`config.mk`:
```
export PLATFORM = sky130hd
export DESIGN_NAME = bit_error_injector
export DESIGN_NICKNAME = d
export VERILOG_FILES = /design/src/rtl/bit_error_injector_pkg.sv /design/src/rtl/bit_error_injector_idx_to_mask.sv /design/src/rtl/bit_error_injector.sv
export SDC_FILE = /design/constraint.sdc
export NUM_CORES = 1
export LEC_CHECK = 0
export CAP_MARGIN = 25
export CORE_ASPECT_RATIO = 1.75
export CORE_MARGIN = 2
export CORE_UTILIZATION = 48
export CTS_CLUSTER_SIZE = 8
export DETAILED_ROUTE_END_ITERATION = 8
export PLACE_DENSITY = 0.76
export SLEW_MARGIN = 20
export SYNTH_ARGS = -nofsm -noshare
export SYNTH_HDL_FRONTEND = slang
export SYNTH_SLANG_ARGS = --single-unit
```
`constraint.sdc`:
```
create_clock -name clk -period 2.8 [get_ports clk]
set_clock_uncertainty 0.15 [all_clocks]
set_input_delay 0.56 -clock clk [delete_from_list [all_inputs] [get_ports clk]]
set_output_delay 0.56 -clock clk [all_outputs]
set_load 0.1 [all_outputs]
```
`src/rtl/bit_error_injector_pkg.sv`:
```
// ============================================================================
// Module      : bit_error_injector_pkg
// Description : Shared mode encoding for the bit error injector.
// Revision    : 1.0 - initial release
// ============================================================================
`default_nettype none

package bit_error_injector_pkg;

    typedef logic [1:0] mode_t;

    localparam mode_t MODE_PASS     = 2'd0;
    localparam mode_t MODE_FIXED    = 2'd1;
    localparam mode_t MODE_PERIODIC = 2'd2;
    localparam mode_t MODE_SWEEP    = 2'd3;

endpackage

`default_nettype wire

```
`src/rtl/bit_error_injector_idx_to_mask.sv`:
```
// ============================================================================
// Module      : idx_to_mask
// Description : 1-based bit index to one-hot mask; 0 or out-of-range -> 0.
// Revision    : 1.0 - initial release
// ============================================================================
`default_nettype none

module idx_to_mask #(
    parameter int WORD_W = 7,
    parameter int IDX_W  = 3
) (
    input  logic [IDX_W-1:0]  idx,
    output logic [WORD_W-1:0] mask
);

    generate
        for (genvar g = 0; g < WORD_W; g++) begin : g_bit
            assign mask[g] = (idx == IDX_W'(g + 1));
        end
    endgenerate

endmodule

`default_nettype wire

```
`src/rtl/bit_error_injector.sv`:
```
// ============================================================================
// Module      : bit_error_injector
// Description : Streaming 0/1/2-bit fault injector with a one-deep
//               valid/ready output register and saturating injection count.
// Revision    : 1.0 - initial release
// ============================================================================
`default_nettype none

module bit_error_injector
    import bit_error_injector_pkg::*;
#(
    parameter int WORD_W   = 7,
    parameter int IDX_W    = 3,
    parameter int PERIOD_W = 8,
    parameter int CNT_W    = 16
) (
    input  logic                clk,
    input  logic                rst_n,
    input  logic                cfg_load,
    input  logic [1:0]          cfg_mode,
    input  logic [IDX_W-1:0]    cfg_idx_a,
    input  logic [IDX_W-1:0]    cfg_idx_b,
    input  logic [PERIOD_W-1:0] cfg_period,
    input  logic                in_valid,
    output logic                in_ready,
    input  logic [WORD_W-1:0]   in_word,
    output logic                out_valid,
    input  logic                out_ready,
    output logic [WORD_W-1:0]   out_word,
    output logic [WORD_W-1:0]   out_err_mask,
    output logic [CNT_W-1:0]    inj_count
);

    localparam logic [IDX_W-1:0] c_last_idx = IDX_W'(WORD_W);

    mode_t               r_mode;
    mode_t               w_mode_next;
    logic [IDX_W-1:0]    r_idx_a;
    logic [IDX_W-1:0]    r_idx_b;
    logic [PERIOD_W-1:0] r_period;
    logic [PERIOD_W-1:0] r_period_cnt;
    logic [IDX_W-1:0]    r_sweep_idx;
    logic                r_out_valid;
    logic [WORD_W-1:0]   r_out_word;
    logic [WORD_W-1:0]   r_out_mask;
    logic [CNT_W-1:0]    r_inj_count;

    logic [WORD_W-1:0]   w_mask_a;
    logic [WORD_W-1:0]   w_mask_b;
    logic [WORD_W-1:0]   w_mask_sweep;
    logic [WORD_W-1:0]   w_mask;
    logic                w_period_hit;
    logic                w_accept;

    idx_to_mask #(.WORD_W(WORD_W), .IDX_W(IDX_W)) u_mask_a (
        .idx  (r_idx_a),
        .mask (w_mask_a)
    );

    idx_to_mask #(.WORD_W(WORD_W), .IDX_W(IDX_W)) u_mask_b (
        .idx  (r_idx_b),
        .mask (w_mask_b)
    );

    idx_to_mask #(.WORD_W(WORD_W), .IDX_W(IDX_W)) u_mask_sweep (
        .idx  (r_sweep_idx),
        .mask (w_mask_sweep)
    );

    assign in_ready = ~r_out_valid | out_ready;
    assign w_accept = in_valid & in_ready;

    // Mode register doubles as the FSM state; config fields load alongside it.
    always_ff @(posedge clk or negedge rst_n) begin
        if (!rst_n) begin
            r_mode   <= MODE_PASS;
            r_idx_a  <= '0;
            r_idx_b  <= '0;
            r_period <= '0;
        end else begin
            r_mode <= w_mode_next;
            if (cfg_load) begin
                r_idx_a  <= cfg_idx_a;
                r_idx_b  <= cfg_idx_b;
                r_period <= cfg_period;
            end
        end
    end

    always_comb begin
        w_mode_next = r_mode;
        if (cfg_load) begin
            w_mode_next = cfg_mode;
        end
    end

    always_comb begin
        w_mask       = '0;
        w_period_hit = (r_period != '0) && (r_period_cnt == r_period - PERIOD_W'(1));
        case (r_mode)
            MODE_FIXED:    w_mask = w_mask_a ^ w_mask_b;
            MODE_PERIODIC: w_mask = w_period_hit ? (w_mask_a ^ w_mask_b) : '0;
            MODE_SWEEP:    w_mask = w_mask_sweep;
            default:       w_mask = '0;
        endcase
    end

    // A load in the same cycle as an accept wins: the word used the old
    // config and the counters restart rather than advance.
    always_ff @(posedge clk or negedge rst_n) begin
        if (!rst_n) begin
            r_period_cnt <= '0;
            r_sweep_idx  <= IDX_W'(1);
        end else if (cfg_load) begin
            r_period_cnt <= '0;
            r_sweep_idx  <= IDX_W'(1);
        end else if (w_accept) begin
            if (r_mode == MODE_PERIODIC) begin
                if (r_period == '0 || w_period_hit) begin
                    r_period_cnt <= '0;
                end else begin
                    r_period_cnt <= r_period_cnt + PERIOD_W'(1);
                end
            end
            if (r_mode == MODE_SWEEP) begin
                if (r_sweep_idx >= c_last_idx) begin
                    r_sweep_idx <= '0;
                end else begin
                    r_sweep_idx <= r_sweep_idx + IDX_W'(1);
                end
            end
        end
    end

    always_ff @(posedge clk or negedge rst_n) begin
        if (!rst_n) begin
            r_out_valid <= 1'b0;
            r_out_word  <= '0;
            r_out_mask  <= '0;
            r_inj_count <= '0;
        end else begin
            if (w_accept) begin
                r_out_valid <= 1'b1;
                r_out_word  <= in_word ^ w_mask;
                r_out_mask  <= w_mask;
                if ((w_mask != '0) && !(&r_inj_count)) begin
                    r_inj_count <= r_inj_count + CNT_W'(1);
                end
            end else if (out_ready) begin
                r_out_valid <= 1'b0;
            end
        end
    end

    assign out_valid    = r_out_valid;
    assign out_word     = r_out_word;
    assign out_err_mask = r_out_mask;
    assign inj_count    = r_inj_count;

endmodule

`default_nettype wire

```
==> out/results.ini, run 1 <==
[power]
total_power_mw=3.39
switching_share_pct=42.5
p_per_area_mw_per_mm2=727
power.clock.fraction_pct=28.6
power.leakage_nw=2.00
vdd_drop_max_v=0.000409
p_int_mw=1.95
switchingPower_mw=1.44
pwr-share-comb_pct=39.0
p_seq_share_pct=32.4

[yosys]
synth_area_mm2=0.00355
ys_types=55
ys_top_cells_by_area=dfrtp_1 40%, xor2_1 7.7%, mux2_2 4.8%
yosysWarnings=0
synth.largest_area_cell=dfrtp_1
synth_cells=370
syn_avg_cell_area_um2=9.59
ys_ff_latch=58
synth-edff-count=0
yosysSeqAreaShare_pct=40.9
synth_ff_type=dfrtp_1
async_reset_ff_share_pct=100
synth_fp_nets=408
synth_top_area_share_pct=40.2

[detailed_routing]
drc=0
vias=3083
wl_um=8470
viasPerCell=5.76
drt_iter0_drc=165
drt-pass1-iter-count=4
ant_nets=0
drt-wirelength-per-cell_um=15.8

[worst_setup_path]
worstPathArrival_ns=2.80
cp_num_buf_inv=1
cp-start-kind=register
endpoint_kind=register
startpoint=r_period[2]
rrSetupSlack_ns=0.06
crit_type=reg2reg
cpLargestDelayFamily=simple AND/OR/NAND/NOR gates
critPathMaxFanout=8
required_ns=2.86
critical_path.slowest_cell=or4_4
r2r-start=r_period[2]
crit_chain=or4_4, nor4_4, nand2_1, a311oi_4, o211ai_4, buf_6, a21oi_4, mux2_4
cpPeakStageDelay_ns=0.56

[timing]
fin_crit_ns=2.74
fmax_mhz=366
maxSlewViolCount=0
setup_viol=0
hold_viol_final=0
worstMarginPinSlew_ns=0.661
rsz0062_at_grt=true
fin_crit_sh_pct=97.7
hold_ws_ns=0.111
slew-limit-headroom_pct=55.9
setup_ws_ns=0.0649

[place]
gp_congestion=0.880
dp_hpwl_um=6460
post-place-ws_ns=0.0111
io_buffer_count=59

[grt]
grt.total_usage_pct=22.5
grt_overflow=0
grt_pass1_vias=3084
antenna_found_initial=0
grt_max_degree=33
grt_pass1_wl_um=13700

[cts]
clk_latency_ns=0.33
clkTransAtPathRegs_ns=0.05
cts_tree=built
clock-sinks=58
cts_buffers=9
cts_max_level=3
root_buffer=clkbuf_16
clock_path_buffers=2

[final_layout]
drive_gt1_share_pct=25.8
synthToLayoutAreaGrowth_pct=31.4
fillerInstances=594
antenna_cells=0
layout.nets=484
fin_util_pct=64.9

[die]
die_h_um=118
fp-row-count=41
die_width_um=69.0
pin_count=60
core_mm2=0.00718
initial_utilization_pct=49.4
die_area_mm2=0.00812

[outcome]
status=finished, final reports clean

[job]
drv_cap=0

[hold_path]
hp-class=in2async

-- what timing repair did --
item                                    4_1_cts  5_1_grt
pin swaps                                     0        3
hold buffers                                  0        0
resized for setup                             0       15
buffers inserted                              2        1
endpoints found under the setup margin        2       20
-- cell type report --
cell class	count	area, um^2	share of cell area, %
multi-input combinational	276	2030	43.5
sequential	58	1460	31.3
timing repair buffer	88	756	16.2
clock buffer	14	264	5.66
tap	86	108	2.31
inverter	13	48.8	1.05
-- synthesized netlist by cell type, types with 10 or more instances --
cell type and count:
inv_1 13, mux2_2 15, nand3_1 20, xor2_1 31, nand2_1 38, nor2_1 12
ha_1 10, dfrtp_1 57, clkbuf_1 18, xnor2_1 12, o21ai_0 33
-- kinds of logic (layout without fill, tap and decap cells) --
group | Yosys count | after routing | share of synthesized area [%]
AOI/OAI and AO/OA | 80 | 80 | 16.5
adders and majority gates | 10 | 10 | 3.53
muxes | 16 | 16 | 5.04
buffers and inverters | 36 | 115 | 4.23
and+or+nand+nor | 127 | 127 | 19.2
xor gates and xnor gates | 43 | 43 | 10.6
DFF | 58 | 58 | 40.9
-- flip-flops by register name, summed over array words and instances, names as in the netlist --
name,count
inj_count,16
out_err_mask,7
out_valid,1
out_word,7
r_idx_a,3
r_idx_b,3
r_mode,2
r_period,8
r_period_cnt,8
r_sweep_idx,3
-- placed cells by master, fill, tap and decap left out, types with 4 or more instances in the layout --
master / netlist / routed
dfrtp_2: 0 / 4
clkdlybuf4s50_1: 0 / 26
mux2_2: 15 / 14
inv_1: 13 / 11
nand3b_1: 4 / 4
xnor2_1: 12 / 12
dfrtp_1: 57 / 53
nand2_1: 38 / 37
nand4_1: 7 / 7
nor3_1: 6 / 6
nor2_1: 12 / 12
and3_1: 4 / 4
a31oi_1: 6 / 6
nand3_1: 20 / 20
buf_4: 0 / 57
xor2_1: 31 / 31
o21ai_0: 33 / 33
a21oi_1: 6 / 5
ha_1: 10 / 9
clkbuf_16: 0 / 9
nand2b_1: 7 / 6
a211oi_1: 7 / 7
nor3b_1: 7 / 7
-- through the flow --
step	instances	cell area, um^2	TNS, ns
finish	535	4660	0
global route	535	4660	-0.158
CTS	534	4610	0
detailed placement	518	4330	0
global placement	518	4330	0
floorplan	370	3600	0
-- worst reg2reg max path, cell delays in order (launching register included) --
cell	delay (ns)
dfrtp_2	0.43
or4_4	0.56
nor4_4	0.14
nand2_1	0.12
a311oi_4	0.34
o211ai_4	0.21
buf_6	0.20
a21oi_4	0.17
mux2_4	0.31
-- routing by layer --
metal | wire, um | global-route usage (%)
met4 | 497 | 16.2
met3 | 367 | 5.45
met5 | 0 | 0
met1 | 3050 | 22.6
met2 | 4550 | 38.2
-- final timing paths --
kind | to | cells after the start
worst max-delay path | inj_count[1] | 8
worst min register to register | out_word[0] | 2
worst max register to register | inj_count[1] | 8
min in group clk | out_word[0] | 2
worst min-delay path | inj_count[13] | 1
max in group asynchronous | r_sweep_idx[0] | 2
-- power groups by stage --
stage                     Sequential (mW)  Combinational, mW  Clock, mW
final                                1.10               1.32      0.971
after global routing                 1.11               1.40       1.04
after CTS                            1.09               1.31      0.993
after floorplan                      1.68              0.378          0
after global placement               1.09               1.29          0
after detailed placement             1.10               1.31          0
(Power assumes the default switching activity.)
==> inputs of run 2 (changes only) <==
- CORE_MARGIN: 2 -> not set
- CTS_CLUSTER_DIAMETER: not set -> 150
==> run 2 against run 1 <==
The run now ends with negative setup slack left. Non-clock buffer count rose by 1. Worst hold slack got worse by 0.076 ns. Utilization rose by 1.2 points. Global-route usage rose by 1.3 points. Via count barely moved. Fmax fell by 3.9%.
==> out/results.ini, run 2 (synthesis gave the netlist of run 1 again) <==
[timing]
fin_crit_sh_pct=102
hold_viol_final=0
maxSlewViolCount=0
setup_viol=4
rsz0062_at_grt=true
hold_ws_ns=0.0352
setup_ws_ns=-0.0473
fin_crit_ns=2.85
fmax_mhz=351
slew-limit-headroom_pct=66.3
worstMarginPinSlew_ns=0.492

[grt]
grt_overflow=0
grt.total_usage_pct=23.9
antenna_found_initial=0
grt_pass1_wl_um=13700
grt_pass1_vias=2933
grt_max_degree=24

[cts]
cts_tree=built
postCtsHoldBufs=0
clk_latency_ns=0.33
cts_max_level=3
clkTransAtPathRegs_ns=0.05
clock_path_buffers=2
clock-sinks=58
cts_buffers=9
root_buffer=clkbuf_16

[final_layout]
layout.nets=486
final_area_mm2=0.00475
fillerInstances=579
drive_gt1_share_pct=28.5
synthToLayoutAreaGrowth_pct=33.9
final_common_cell=buf_4
final_cell_mix=60 x buf_4, 52 x dfrtp_1, 37 x nand2_1
multi_input_area_mm2=0.00207
antenna_cells=0
largest_reg_flops=16
fin_cells=539
regArea_mm2=0.00146

[die]
die_width_um=67.0
die_area_mm2=0.00775
initial_utilization_pct=49.4
die_h_um=116
pin_count=60
fp-row-count=41
core_mm2=0.00718

[worst_setup_path]
cp-start-kind=register
crit_type=reg2reg
critPathMaxFanout=9
cp_num_buf_inv=1
crit_chain=or4_4, nor4_2, nand2_1, a311oi_4, o211ai_4, buf_6, a2111oi_2, xnor2_1
cpPeakStageDelay_ns=0.56
required_ns=2.90
critical_path.slowest_cell=or4_4
worstPathArrival_ns=2.95
cpLargestDelayFamily=compound AO/OA/AOI/OAI gates
endpoint_kind=register

[detailed_routing]
wl_um=8750
drt-pass1-iter-count=4
vias=3085
ant_nets=0
drt-wirelength-per-cell_um=16.2
drt_iter0_drc=191
viasPerCell=5.72
drc=0

[power]
p_per_area_mw_per_mm2=756
power.leakage_nw=2.03
total_power_mw=3.59
vdd_drop_max_v=0.000540

[outcome]
violations=negative setup slack
status=finished, violations left

[place]
dp_hpwl_um=6350
io_buffer_count=59
gp_congestion=0.916
placed_area_mm2=0.00429
post-place-ws_ns=-0.0786
dp.cells=515

[hold_path]
hp-class=in2async

[job]
drv_cap=0

[run 2: changes by cell type in the layout (fill, tap and decap cells not counted), sizes merged]
cell / delta
bufinv: +2
clkbuf: -4
o211ai: +1
clkinv: +4
buf: +1
[run 2: area by class of cell]
class	count	share of cell area, %
Sequential cell	58	30.7
Clock inverter	6	1.69
Clock buffer	10	5.03
Timing Repair Buffer	89	15.7
Multi-Input combinational cell	277	43.6
Inverter	13	1.03
Tap cell	86	2.26
[run 2: through the flow]
| stage | util, % | setup TNS [ns] |
|---|---|---|
| global route | 66.1 | -0.971 |
| finish | 66.1 | -0.155 |
| detailed placement | 59.8 | -0.358 |
| CTS | 64.6 | -0.0599 |
| global placement | 59.8 | 0 |
| floorplan | - | 0 |
[run 2: final timing paths]
kind	slack, ns	endpoint	start	depth (start not counted)
worst max-delay path	-0.05	inj_count[10]	r_period[2]	8
worst min-delay path	0.04	inj_count[13]	rst_n	1
worst max register to register	-0.05	inj_count[10]	r_period[2]	8
worst min register to register	0.32	out_word[5]	out_word[5]	2
max in group asynchronous	1.77	r_period[2]	rst_n	2
min in group clk	0.32	out_word[5]	out_word[5]	2
[run 2: timing repair]
| item | in CTS | in global routing |
|---|---|---|
| pin swaps | 0 | 5 |
| gates resized for setup | 5 | 15 |
| cloned | 0 | 1 |
| endpoints found under the setup margin | 8 | 18 |
| setup buffers | 1 | 6 |
[run 2: metal layers]
metal  wire length, um  GRT usage (%)  vias up
met5                 0              0        -
met4               374           14.9        0
met1              3310           24.4     1499
met3               324           6.40       28
li1                  -              -     1479
met2              4740           41.9       79
[run 2: power breakdown]
group          switching (mW)  leakage [nW]  total, mW  internal, mW
logic                   0.975          1.15       1.33         0.360
registers               0.142         0.714       1.10         0.955
clock network           0.368         0.162       1.16         0.794
total                    1.48          2.03       3.59          2.11
==> inputs of run 3 (changes only) <==
- CORE_UTILIZATION: 48 -> 50
- CTS_CLUSTER_SIZE: 8 -> 20
- PLACE_DENSITY: 0.76 -> 0.77
- SYNTH_HIERARCHICAL: not set -> 1
==> run 3 against run 2 <==
The run now ends clean. Worst hold slack improved by 0.32 ns. Non-clock buffer count increased by 10. Via count up 29%. Cell area rose by 12%. Setup slack better by 0.12 ns. Wire length increased by 24%. Utilization grew 1.5 points. Die area increased by 9.0%. Critical path type unchanged. Critical endpoint is now inj_count[13]. Largest cell class unchanged. Highest routed layer unchanged.
==> out/results.ini, run 3 <==
[outcome]
status=finished, final reports clean

[grt]
grt_overflow=0
grt_max_degree=32
grt_pass1_vias=3855
grt.total_usage_pct=26.5
grt_pass1_wl_um=17700
antenna_found_initial=0

[detailed_routing]
wl_um=10800
ant_nets=0
drc=0
drt-pass1-iter-count=6
viasPerCell=6.45
drt_iter0_drc=318
drt-wirelength-per-cell_um=17.6
vias=3971

[worst_setup_path]
r2r-start=r_sweep_idx[2]
r2r_cells=8
critPathMaxFanout=8
cp-start-kind=register
required_ns=2.87
worstPathArrival_ns=2.80
crit_type=reg2reg
startpoint=r_sweep_idx[2]
endpoint_kind=register

[cts]
clk_latency_ns=0.34
cts_max_level=3
clock_path_buffers=2
root_buffer=clkbuf_16
clkTransAtPathRegs_ns=0.05
cts_tree=built
cts_buffers=9
clock-sinks=58

[place]
io_buffer_count=59
dp_hpwl_um=7930
gp_congestion=0.905

[final_layout]
drive_gt1_share_pct=31.4
largest_reg_flops=16
fin_util_pct=67.6
antenna_cells=0
layout.nets=555
final_cell_mix=65 x buf_4, 39 x dfrtp_1, 32 x o21ai_0
final_common_cell=buf_4
synthToLayoutAreaGrowth_pct=31.6

[yosys]
ys_top_cells_by_area=dfrtp_1 35%, mux2_2 4.7%, o21ai_0 4.1%
syn_avg_cell_area_um2=9.13
synth-edff-count=0
yosysMostFrequentCell=dfrtp_1
async_reset_ff_share_pct=100
ys_types=67
synth_fp_nets=476
ys_ff_latch=58
yosysSeqAreaShare_pct=36.0
yosysWarnings=6
synth_area_mm2=0.00404
synth_ff_type=dfrtp_1
synth.largest_area_cell=dfrtp_1
synth_cells=442
synth_top_area_share_pct=35.3
synth_common_cells=57 x dfrtp_1, 33 x o21ai_0, 31 x nand2_1, 30 x nand3_1, 27 x nor2_1

[hold_path]
hp-class=reg2reg
min_from=inj_count[0]
hold_path_depth=1

[power]
power.clock.fraction_pct=33.4
switching_share_pct=39.2
vdd_drop_max_v=0.000511
switchingPower_mw=1.45
pwr-share-comb_pct=38.8
p_int_mw=2.25
p_seq_share_pct=27.8
p_per_area_mw_per_mm2=697
total_power_mw=3.70
power.leakage_nw=2.17

[die]
die_area_mm2=0.00845
fp-row-count=43
die_h_um=121
initial_utilization_pct=51.4
pin_count=60
core_mm2=0.00786
die_width_um=69.9

[timing]
fin_crit_sh_pct=97.5
fmax_mhz=366
setup_viol=0
hold_viol_final=0
worstMarginPinSlew_ns=0.521
slew-limit-headroom_pct=65.0
maxSlewViolCount=0
fin_crit_ns=2.73

[job]
drv_cap=0

## run 3: critical path, cell delays in order (launching register included)
cell      delay (ns)
dfrtp_2         0.44
and3b_2         0.25
or4_4           0.50
o41ai_4         0.37
or3_4           0.21
or2_4           0.15
buf_6           0.13
o221ai_1        0.14
a221o_1         0.27
## run 3: metal layers
metal	part of all wire [%]	wire (um)	global-route usage, %
met1	36	3950	26.9
met2	55	5980	48.9
met3	4.5	482	4.65
met4	3.8	414	17.0
met5	0	0	0
## run 3: final timing paths
kind | end | slack (ns)
max | inj_count[13] | 0.07
min | inj_count[0] | 0.36
max reg2reg | inj_count[13] | 0.07
min reg2reg | inj_count[0] | 0.36
max in group asynchronous | r_sweep_idx[0] | 1.28
min in group asynchronous | out_valid | 0.52
## run 3: kinds of logic (layout without fill, tap and decap cells)
logic type / after synthesis / in the layout / synth area share [%]
buffers and inverters: 35 / 119 / 3.97
flip-flops: 58 / 58 / 36.0
adder cells (fa/ha/maj): 6 / 6 / 1.86
AND/OR/NAND/NOR: 184 / 184 / 26.2
XOR/XNOR: 21 / 21 / 4.56
AO/OA/AOI/OAI: 119 / 119 / 22.2
multiplexers: 19 / 19 / 5.24
## run 3: timing repair
item / 4_1_cts / 5_1_grt
gates resized for setup: 0 / 24
hold endpoints to repair: 14 / 0
buffers inserted: 0 / 4
hold buffers: 1 / 0
endpoints found under the setup margin: 0 / 14
## run 3: final cells by class
type	count	area, um^2
clock buffers	12	267
clock inverters	4	72.6
fillers	606	2540
inverters	4	15.0
multi-input cells	349	2510
flip-flops and latches	58	1480
well taps	90	113
repair buffers	99	857
## run 3: through the flow
stage | std cells | setup WS, ns | TNS [ns] | hold slack, ns | area (um^2)
2_1_floorplan | 442 | 0.00498 | 0 | 0.114 | 4060
3_3_place_gp | 594 | 0.0795 | 0 | 0.348 | 4830
3_5_place_dp | 594 | 0.0374 | 0 | 0.344 | 4830
4_1_cts | 611 | 0.0356 | 0 | 0.357 | 5180
5_1_grt | 616 | -0.00168 | -0.00168 | 0.367 | 5310
6_report | 616 | 0.0710 | 0 | 0.356 | 5310
## run 3: power groups by stage
stage	Sequential [mW]	Combinational, mW	Clock, mW
after detailed placement	1.04	1.37	0
final	1.03	1.44	1.24
after global placement	1.03	1.35	0
after floorplan	1.44	0.578	0
after global routing	1.04	1.53	1.29
after CTS	1.02	1.38	1.26
